$ cat src/rtl/piso_pkg.sv
// Package: piso_pkg
// Shared constants and state encoding for the parallel-in/serial-out stage
// and its 16:1 select mux.
//
// Configuration macro: PISO_PARITY_EN adds the PAR state, in which an even
// parity bit is appended after the 16 data bits.
package piso_pkg;

   localparam int WIDTH = 16;
   localparam int SEL_W = 4;

   localparam logic [SEL_W-1:0] SEL_FIRST = '0;
   localparam logic [SEL_W-1:0] SEL_LAST  = SEL_W'(WIDTH - 1);
   localparam logic [SEL_W-1:0] SEL_STEP  = SEL_W'(1);

   typedef enum logic [1:0] {
      IDLE  = 2'b00,
      SHIFT = 2'b01
`ifdef PISO_PARITY_EN
      ,
      PAR   = 2'b10
`endif
   } state_t;

endpackage

$ cat src/rtl/mux16to1.sv
// Module: mux16to1
// 16:1 select mux that picks one bit of a word.
//
// Ports:
//   in   [0:15]  word to select from; index 0 is chosen by sel=0
//   sel  [0:3]   select value; sel[0] is the MSB
//   out          the selected bit, in[sel]
module mux16to1
   import piso_pkg::*;
(
   input  logic [0:WIDTH-1] in,
   input  logic [0:SEL_W-1] sel,
   output logic             out
);

   assign out = in[sel];

endmodule

$ cat src/rtl/piso_serializer.sv
// Module: piso_serializer
// Parallel-in/serial-out stage. A 16-bit word is accepted over a
// valid/ready handshake, then streamed one bit per downstream handshake by
// stepping the select of a 16:1 mux from 0 to 15. Bit 0 goes out first.
// One idle cycle separates consecutive frames.
//
// Configuration macro: PISO_PARITY_EN
//   defined   - even parity of the word is captured with it and sent as a
//               17th bit (PAR state); ser_last marks the parity bit.
//   undefined - 16-bit frames; ser_last marks bit 15.
//
// Ports:
//   clk        clock, all state updates on posedge
//   rst_n      asynchronous active-low reset
//   in_data    [0:15] parallel word, bit 0 sent first
//   in_valid   producer has a word
//   in_ready   stage can accept a word (only while idle)
//   ser_out    current serial bit
//   ser_valid  ser_out is valid
//   ser_ready  consumer takes ser_out this cycle
//   sel        [0:3] current mux select, sel[0] is the MSB
//   ser_last   current bit is the final bit of the frame
module piso_serializer
   import piso_pkg::*;
(
   input  logic             clk,
   input  logic             rst_n,
   input  logic [0:WIDTH-1] in_data,
   input  logic             in_valid,
   output logic             in_ready,
   output logic             ser_out,
   output logic             ser_valid,
   input  logic             ser_ready,
   output logic [0:SEL_W-1] sel,
   output logic             ser_last
);

   state_t           state_q, state_d;
   logic [0:SEL_W-1] sel_q, sel_d;
   logic [0:WIDTH-1] word_q, word_d;
   logic             muxBit;

`ifdef PISO_PARITY_EN
   logic             parity_q, parity_d;
`endif

   mux16to1 u_mux (
      .in  (word_q),
      .sel (sel_q),
      .out (muxBit)
   );

   always_ff @(posedge clk or negedge rst_n) begin
      if (!rst_n) begin
         state_q  <= IDLE;
         sel_q    <= SEL_FIRST;
         word_q   <= '0;
`ifdef PISO_PARITY_EN
         parity_q <= 1'b0;
`endif
      end else begin
         state_q  <= state_d;
         sel_q    <= sel_d;
         word_q   <= word_d;
`ifdef PISO_PARITY_EN
         parity_q <= parity_d;
`endif
      end
   end

   // Outputs are decoded from the state register alone, so an asynchronous
   // reset returns them to their idle values without waiting for a clock.
   // The word register only loads while idle, which makes in_data changes
   // during a frame invisible.
   always_comb begin
      state_d   = state_q;
      sel_d     = sel_q;
      word_d    = word_q;
`ifdef PISO_PARITY_EN
      parity_d  = parity_q;
`endif
      in_ready  = 1'b0;
      ser_valid = 1'b0;
      ser_out   = 1'b0;
      ser_last  = 1'b0;

      case (state_q)
         IDLE: begin
            in_ready = 1'b1;
            if (in_valid) begin
               word_d   = in_data;
               sel_d    = SEL_FIRST;
`ifdef PISO_PARITY_EN
               parity_d = ^in_data;
`endif
               state_d  = SHIFT;
            end
         end

         SHIFT: begin
            ser_valid = 1'b1;
            ser_out   = muxBit;
`ifndef PISO_PARITY_EN
            ser_last  = (sel_q == SEL_LAST);
`endif
            if (ser_ready) begin
               if (sel_q != SEL_LAST) begin
                  sel_d = sel_q + SEL_STEP;
               end else begin
`ifdef PISO_PARITY_EN
                  // sel stays at 15 while the parity bit is presented
                  state_d = PAR;
`else
                  state_d = IDLE;
                  sel_d   = SEL_FIRST;
`endif
               end
            end
         end

`ifdef PISO_PARITY_EN
         PAR: begin
            ser_valid = 1'b1;
            ser_out   = parity_q;
            ser_last  = 1'b1;
            if (ser_ready) begin
               state_d = IDLE;
               sel_d   = SEL_FIRST;
            end
         end
`endif

         default: begin
            state_d = IDLE;
            sel_d   = SEL_FIRST;
         end
      endcase
   end

   assign sel = sel_q;

endmodule

$ cat config.mk
export PLATFORM = sky130hd
export DESIGN_NAME = piso_serializer
export DESIGN_NICKNAME = d
export VERILOG_FILES = /design/src/rtl/piso_pkg.sv /design/src/rtl/mux16to1.sv /design/src/rtl/piso_serializer.sv
export SDC_FILE = /design/constraint.sdc
export NUM_CORES = 1
export LEC_CHECK = 0
export CAP_MARGIN = 20
export CORE_AREA = 2 2 75 56
export CTS_CLUSTER_DIAMETER = 100
export DETAILED_ROUTE_END_ITERATION = 10
export DIE_AREA = 0 0 77 58
export DONT_BUFFER_PORTS = 1
export SLEW_MARGIN = 15
export SYNTH_ARGS = -nofsm -noshare
export SYNTH_HDL_FRONTEND = slang
export SYNTH_HIERARCHICAL = 1
export SYNTH_SLANG_ARGS = --single-unit
$ cat constraint.sdc
create_clock -name clk -period 3.2 [get_ports clk]
set_clock_uncertainty 0.1 [all_clocks]
set_input_delay 0.8 -clock clk [delete_from_list [all_inputs] [get_ports clk]]
set_output_delay 0.8 -clock clk [all_outputs]
set_load 0.01 [all_outputs]
Word-level counts from Yosys, hierarchy flattened

Cells that the tools add are included.

Output and inout bits: 8
Input bits: 20
Bits in registers: 22
Logic and storage cells: 31

$add $sub $neg: 1
Mux-type cells: 15
Equal/unequal tests: 6
Reduce and logical (&&, ||, !) cells: 4
Order comparisons: 1
Bitwise operators: 1

Operators by type and width:

| kind                | number |
|---|---|
| $mux 4              | 3 |
| $pmux 4 s2          | 1 |
| $mux 1              | 6 |
| $mux 2              | 3 |
| $ne 2x2->1 const B  | 3 |
| $ge 5x5->1 const B  | 1 |
| $not 4->5           | 1 |
| $add 4x1->4 const B | 1 |
| $bmux 1 s4          | 1 |
| $eq 4x4->1 const B  | 1 |
| $ne 4x4->1 const B  | 1 |
| $pmux 2 s2          | 1 |
| $reduce_and 2->1    | 2 |
| $reduce_and 3->1    | 1 |
| $eq 2x1->1 const B  | 1 |
| $logic_not 2->1     | 1 |

Longest topological paths before layout

Word-level depth: 5
Depth in mapped cells: 4
Gate-level depth less buffers: 4

Modules after synthesis

Netlist, hierarchy kept.

Modules (own cells, without submodules):

| module          | cells an instance | area an instance (µm²) | instances |
|---|---|---|---|
| piso_serializer | 66                | 937.1                  | 1 |
| mux16to1        | 7                 | 135.1                  | 1 |

Worst setup path before layout

No wires, ideal clock.

Kind: reg2out
Start point: register sel_q (netlist bit sel[3])
End point: output port ser_out
Data required time: 2.300 ns
Buffers on the path: 0
Arrival: 1.501 ns
Cell stages (with the launch flop): 5
Setup slack: 0.799 ns
Path through: dfrtp_1 > mux4_1 > mux2i_1 > mux2i_1 > and2_1

Longest elaborated chain between the ends: 5

RTL lines:

| item                                      | line                  | source |
|---|---|---|
| start: declaration                        | piso_serializer.sv:39 | `logic [0:SEL_W-1] sel_q, sel_d;` |
| start signal: assignment                  | piso_serializer.sv:63 | `sel_q <= sel_d;` |
| $not 4->5 (implied by the code)           | mux16to1.sv:16        | `assign out = in[sel];` |
| $bmux 1 s4                                | mux16to1.sv:16        |  |
| $mux 1 (implied by the code) (2 in a row) | mux16to1.sv:16        |  |
| via muxBit                                | piso_serializer.sv:41 | `logic muxBit;` |
| $mux 1                                    | piso_serializer.sv:87 | `case (state_q)` |
| end: declaration                          | piso_serializer.sv:31 | `output logic ser_out,` |

The timed path passes the listed nets, and every way through them passes these cells. The select of a mux whose other input is x is not followed.

Worst setup path in the final report

Ends and elaborated chain as after synthesis.

==> reports/metrics.yaml <==
p_switching_uw: 320
status: "complete, no violations"
drt_pass1_iterations: 3
grt_usage: 0.0982
clk_path_buf_depth: 2
die_width_um: 77
worst_slew_pin_slew_ns: 0.468
rsz0062_at_grt: "false"
cp.arrival_ns: 1.94
intPower_uw: 710
start_util: 0.285
clock_sinks: 21
antennaDiodeCount: 0
clkPwrFrac: 0.166
yosys_register_bits: 21
dp.cells: 123
synth.mux.area_fraction: 0.335
synthCells: 73
finalSetupViolations: 0
setup_tns_ns: 0
grt_max_degree: 22
vdd_drop_max_v: 0.000494
dpl_worst_slack_ns: 0.623
seq_power_share: 0.504
overflow: 0
hold_buffers: 0
maxCapViolCount: 0
cp-end-kind: "output pin"
pin_count: 28
period_share: 0.888
num_vias: 603
synth_seq_area_share: 0.490
hpwl_um: 1550
critPathRequiredTime_ns: 2.30
vias_per_cell: 4.75
power.combinational.fraction: 0.330
wl_per_cell_um: 15.7
synth_fp_nets: 94
syn_avg_cell_area_um2: 14.7
ys_top_cells_by_count: "21 x dfrtp_1, 9 x mux2_4, 4 x mux2_1, 4 x mux2i_1, 4 x mux4_1"
synth-warning-count: 6
critical_path_class: "flip-flop to output pin"
synth_top_family_by_area: "multiplexers"
fin_cells: 127
cts_buffers: 3
ctsHtreeMaxLevel: 1
ys.flop_type: "dfrtp_1"
synth_compound_area_frac: 0.0560
synth_edf_count: 0
grt_pass1_wl_um: 3370
root_buffer: "clkbuf_8"
postLayoutCellArea_um2: 1160
dieArea_um2: 4470
path_max_fanout: 11
power.leakage_nw: 0.504
swShare: 0.311
path_clk_slew_ns: 0.08
synthAdderAreaFrac: 0.0117
areaGrowthSynthToFinish_pct: 8.17
finalPower_mw: 1.03
netlist.area_leader.share: 0.490
drv_slew: 0
antenna_found_initial: 0
drt-initial-drc-count: 21
synth-simple-area-share: 0.0723
wl_um: 2000
cts_resized: 0
ant_nets: 0
powerDensity_nw_per_um2: 888
post-cts-setup-buffers: 0
place.gp.congestion: 0.714
synthArstFlopShare: 1.00
synth_area_um2: 1070
placementRows: 19
core_region_area_um2: 3760
timing.final.hold_violations: 0
slew_headroom: 0.688
cp-start-kind: "flip-flop"
die_h_um: 58
synth.most_common_cell: "dfrtp_1"
ys_types: 28
drive_gt1_frac: 0.267
drc: 0
max_freq_mhz: 352
cts_tree: "done"
setup_slack_ns: 0.359
layout_min_cycle_time_ns: 2.84
netlist_top_cells_area: "dfrtp_1 49%, mux2_4 13%, mux4_1 9.8%"
portBuffers: 0
synth_xor_xnor_area_share: 0
clk_latency_ns: 0.26
finalNetCount: 97
yosysTopAreaCell: "dfrtp_1"
holdCritPathClass: "input port to asynchronous set/reset pin"
placed_area_um2: 1110
grt_pass1_vias: 652
## worst max-delay path: stages (launching register included)
cell and delay, ns:
dfrtp_1 0.64, mux4_1 0.62, mux2i_1 0.14, mux2i_1 0.08, and2_1 0.20
## kinds of logic after synthesis
family,Yosys count
and+or+nand+nor,13
DFF,21
buffers and inverters,4
adders and majority gates,1
muxes,24
AOI/OAI and AO/OA,10
## sequential cells by signal, summed over array words and instances (netlist names)
name	cells
word_q	16
sel	4
state_q	1
## through the flow
step | util | hold WS (ns)
floorplan | - | 0.349
global route | 0.309 | 0.103
global placement | 0.296 | 0.368
CTS | 0.309 | 0.122
detailed placement | 0.296 | 0.380
finish | 0.309 | 0.127
## area by class of cell
type / instances / area (um2)
Clock inverter: 1 / 5.00
Clock buffer: 3 / 41.3
Sequential cell: 21 / 526
Multi-Input combinational cell: 48 / 512
Tap cell: 52 / 65.1
Fill cell: 394 / 2600
Timing Repair Buffer: 1 / 7.51
Inverter: 1 / 3.75
## routing by layer
metal / wire (um) / vias up / part of all wire / track usage
li1: - / 276 / - / -
met1: 892 / 309 / 0.45 / 0.123
met2: 962 / 18 / 0.48 / 0.163
met3: 141 / 0 / 0.071 / 0.0483
met4: 0 / 0 / 0 / 0.00765
met5: 0 / - / 0 / 0
## layout by cell type, fill, tap and decap left out, drive strengths merged, types with 2 or more instances in the layout
master	count
a21oi	2
and2	2
clkbuf	3
dfrtp	21
mux2	16
mux2i	4
mux4	4
nand2	2
nand2b	2
nand3	2
o21ai	5
## path summary, 6_finish.rpt
| kind | from | to | slack (ns) | depth (start not counted) |
|---|---|---|---|---|
| max | sel[3]$_DFFE_PN0P_ | ser_out | 0.36 | 4 |
| min | rst_n | state_q[0]$_DFFE_PN0P_ | 0.13 | 0 |
| max reg2reg | state_q[0]$_DFFE_PN0P_ | word_q[0]$_DFFE_PN0P_ | 1.47 | 3 |
| min reg2reg | word_q[14]$_DFFE_PN0P_ | word_q[14]$_DFFE_PN0P_ | 0.39 | 1 |
| max in group asynchronous | rst_n | word_q[8]$_DFFE_PN0P_ | 2.80 | 0 |
| min in group clk | word_q[14]$_DFFE_PN0P_ | word_q[14]$_DFFE_PN0P_ | 0.39 | 1 |
## power groups by stage
stage	clock network, mW	logic [mW]	registers (mW)
2_1_floorplan	0	0.314	0.477
3_3_place_gp	0	0.326	0.528
3_5_place_dp	0	0.342	0.529
4_1_cts	0.178	0.346	0.522
5_1_grt	0.195	0.376	0.542
6_report	0.171	0.339	0.519
(Power assumes the default switching activity.)
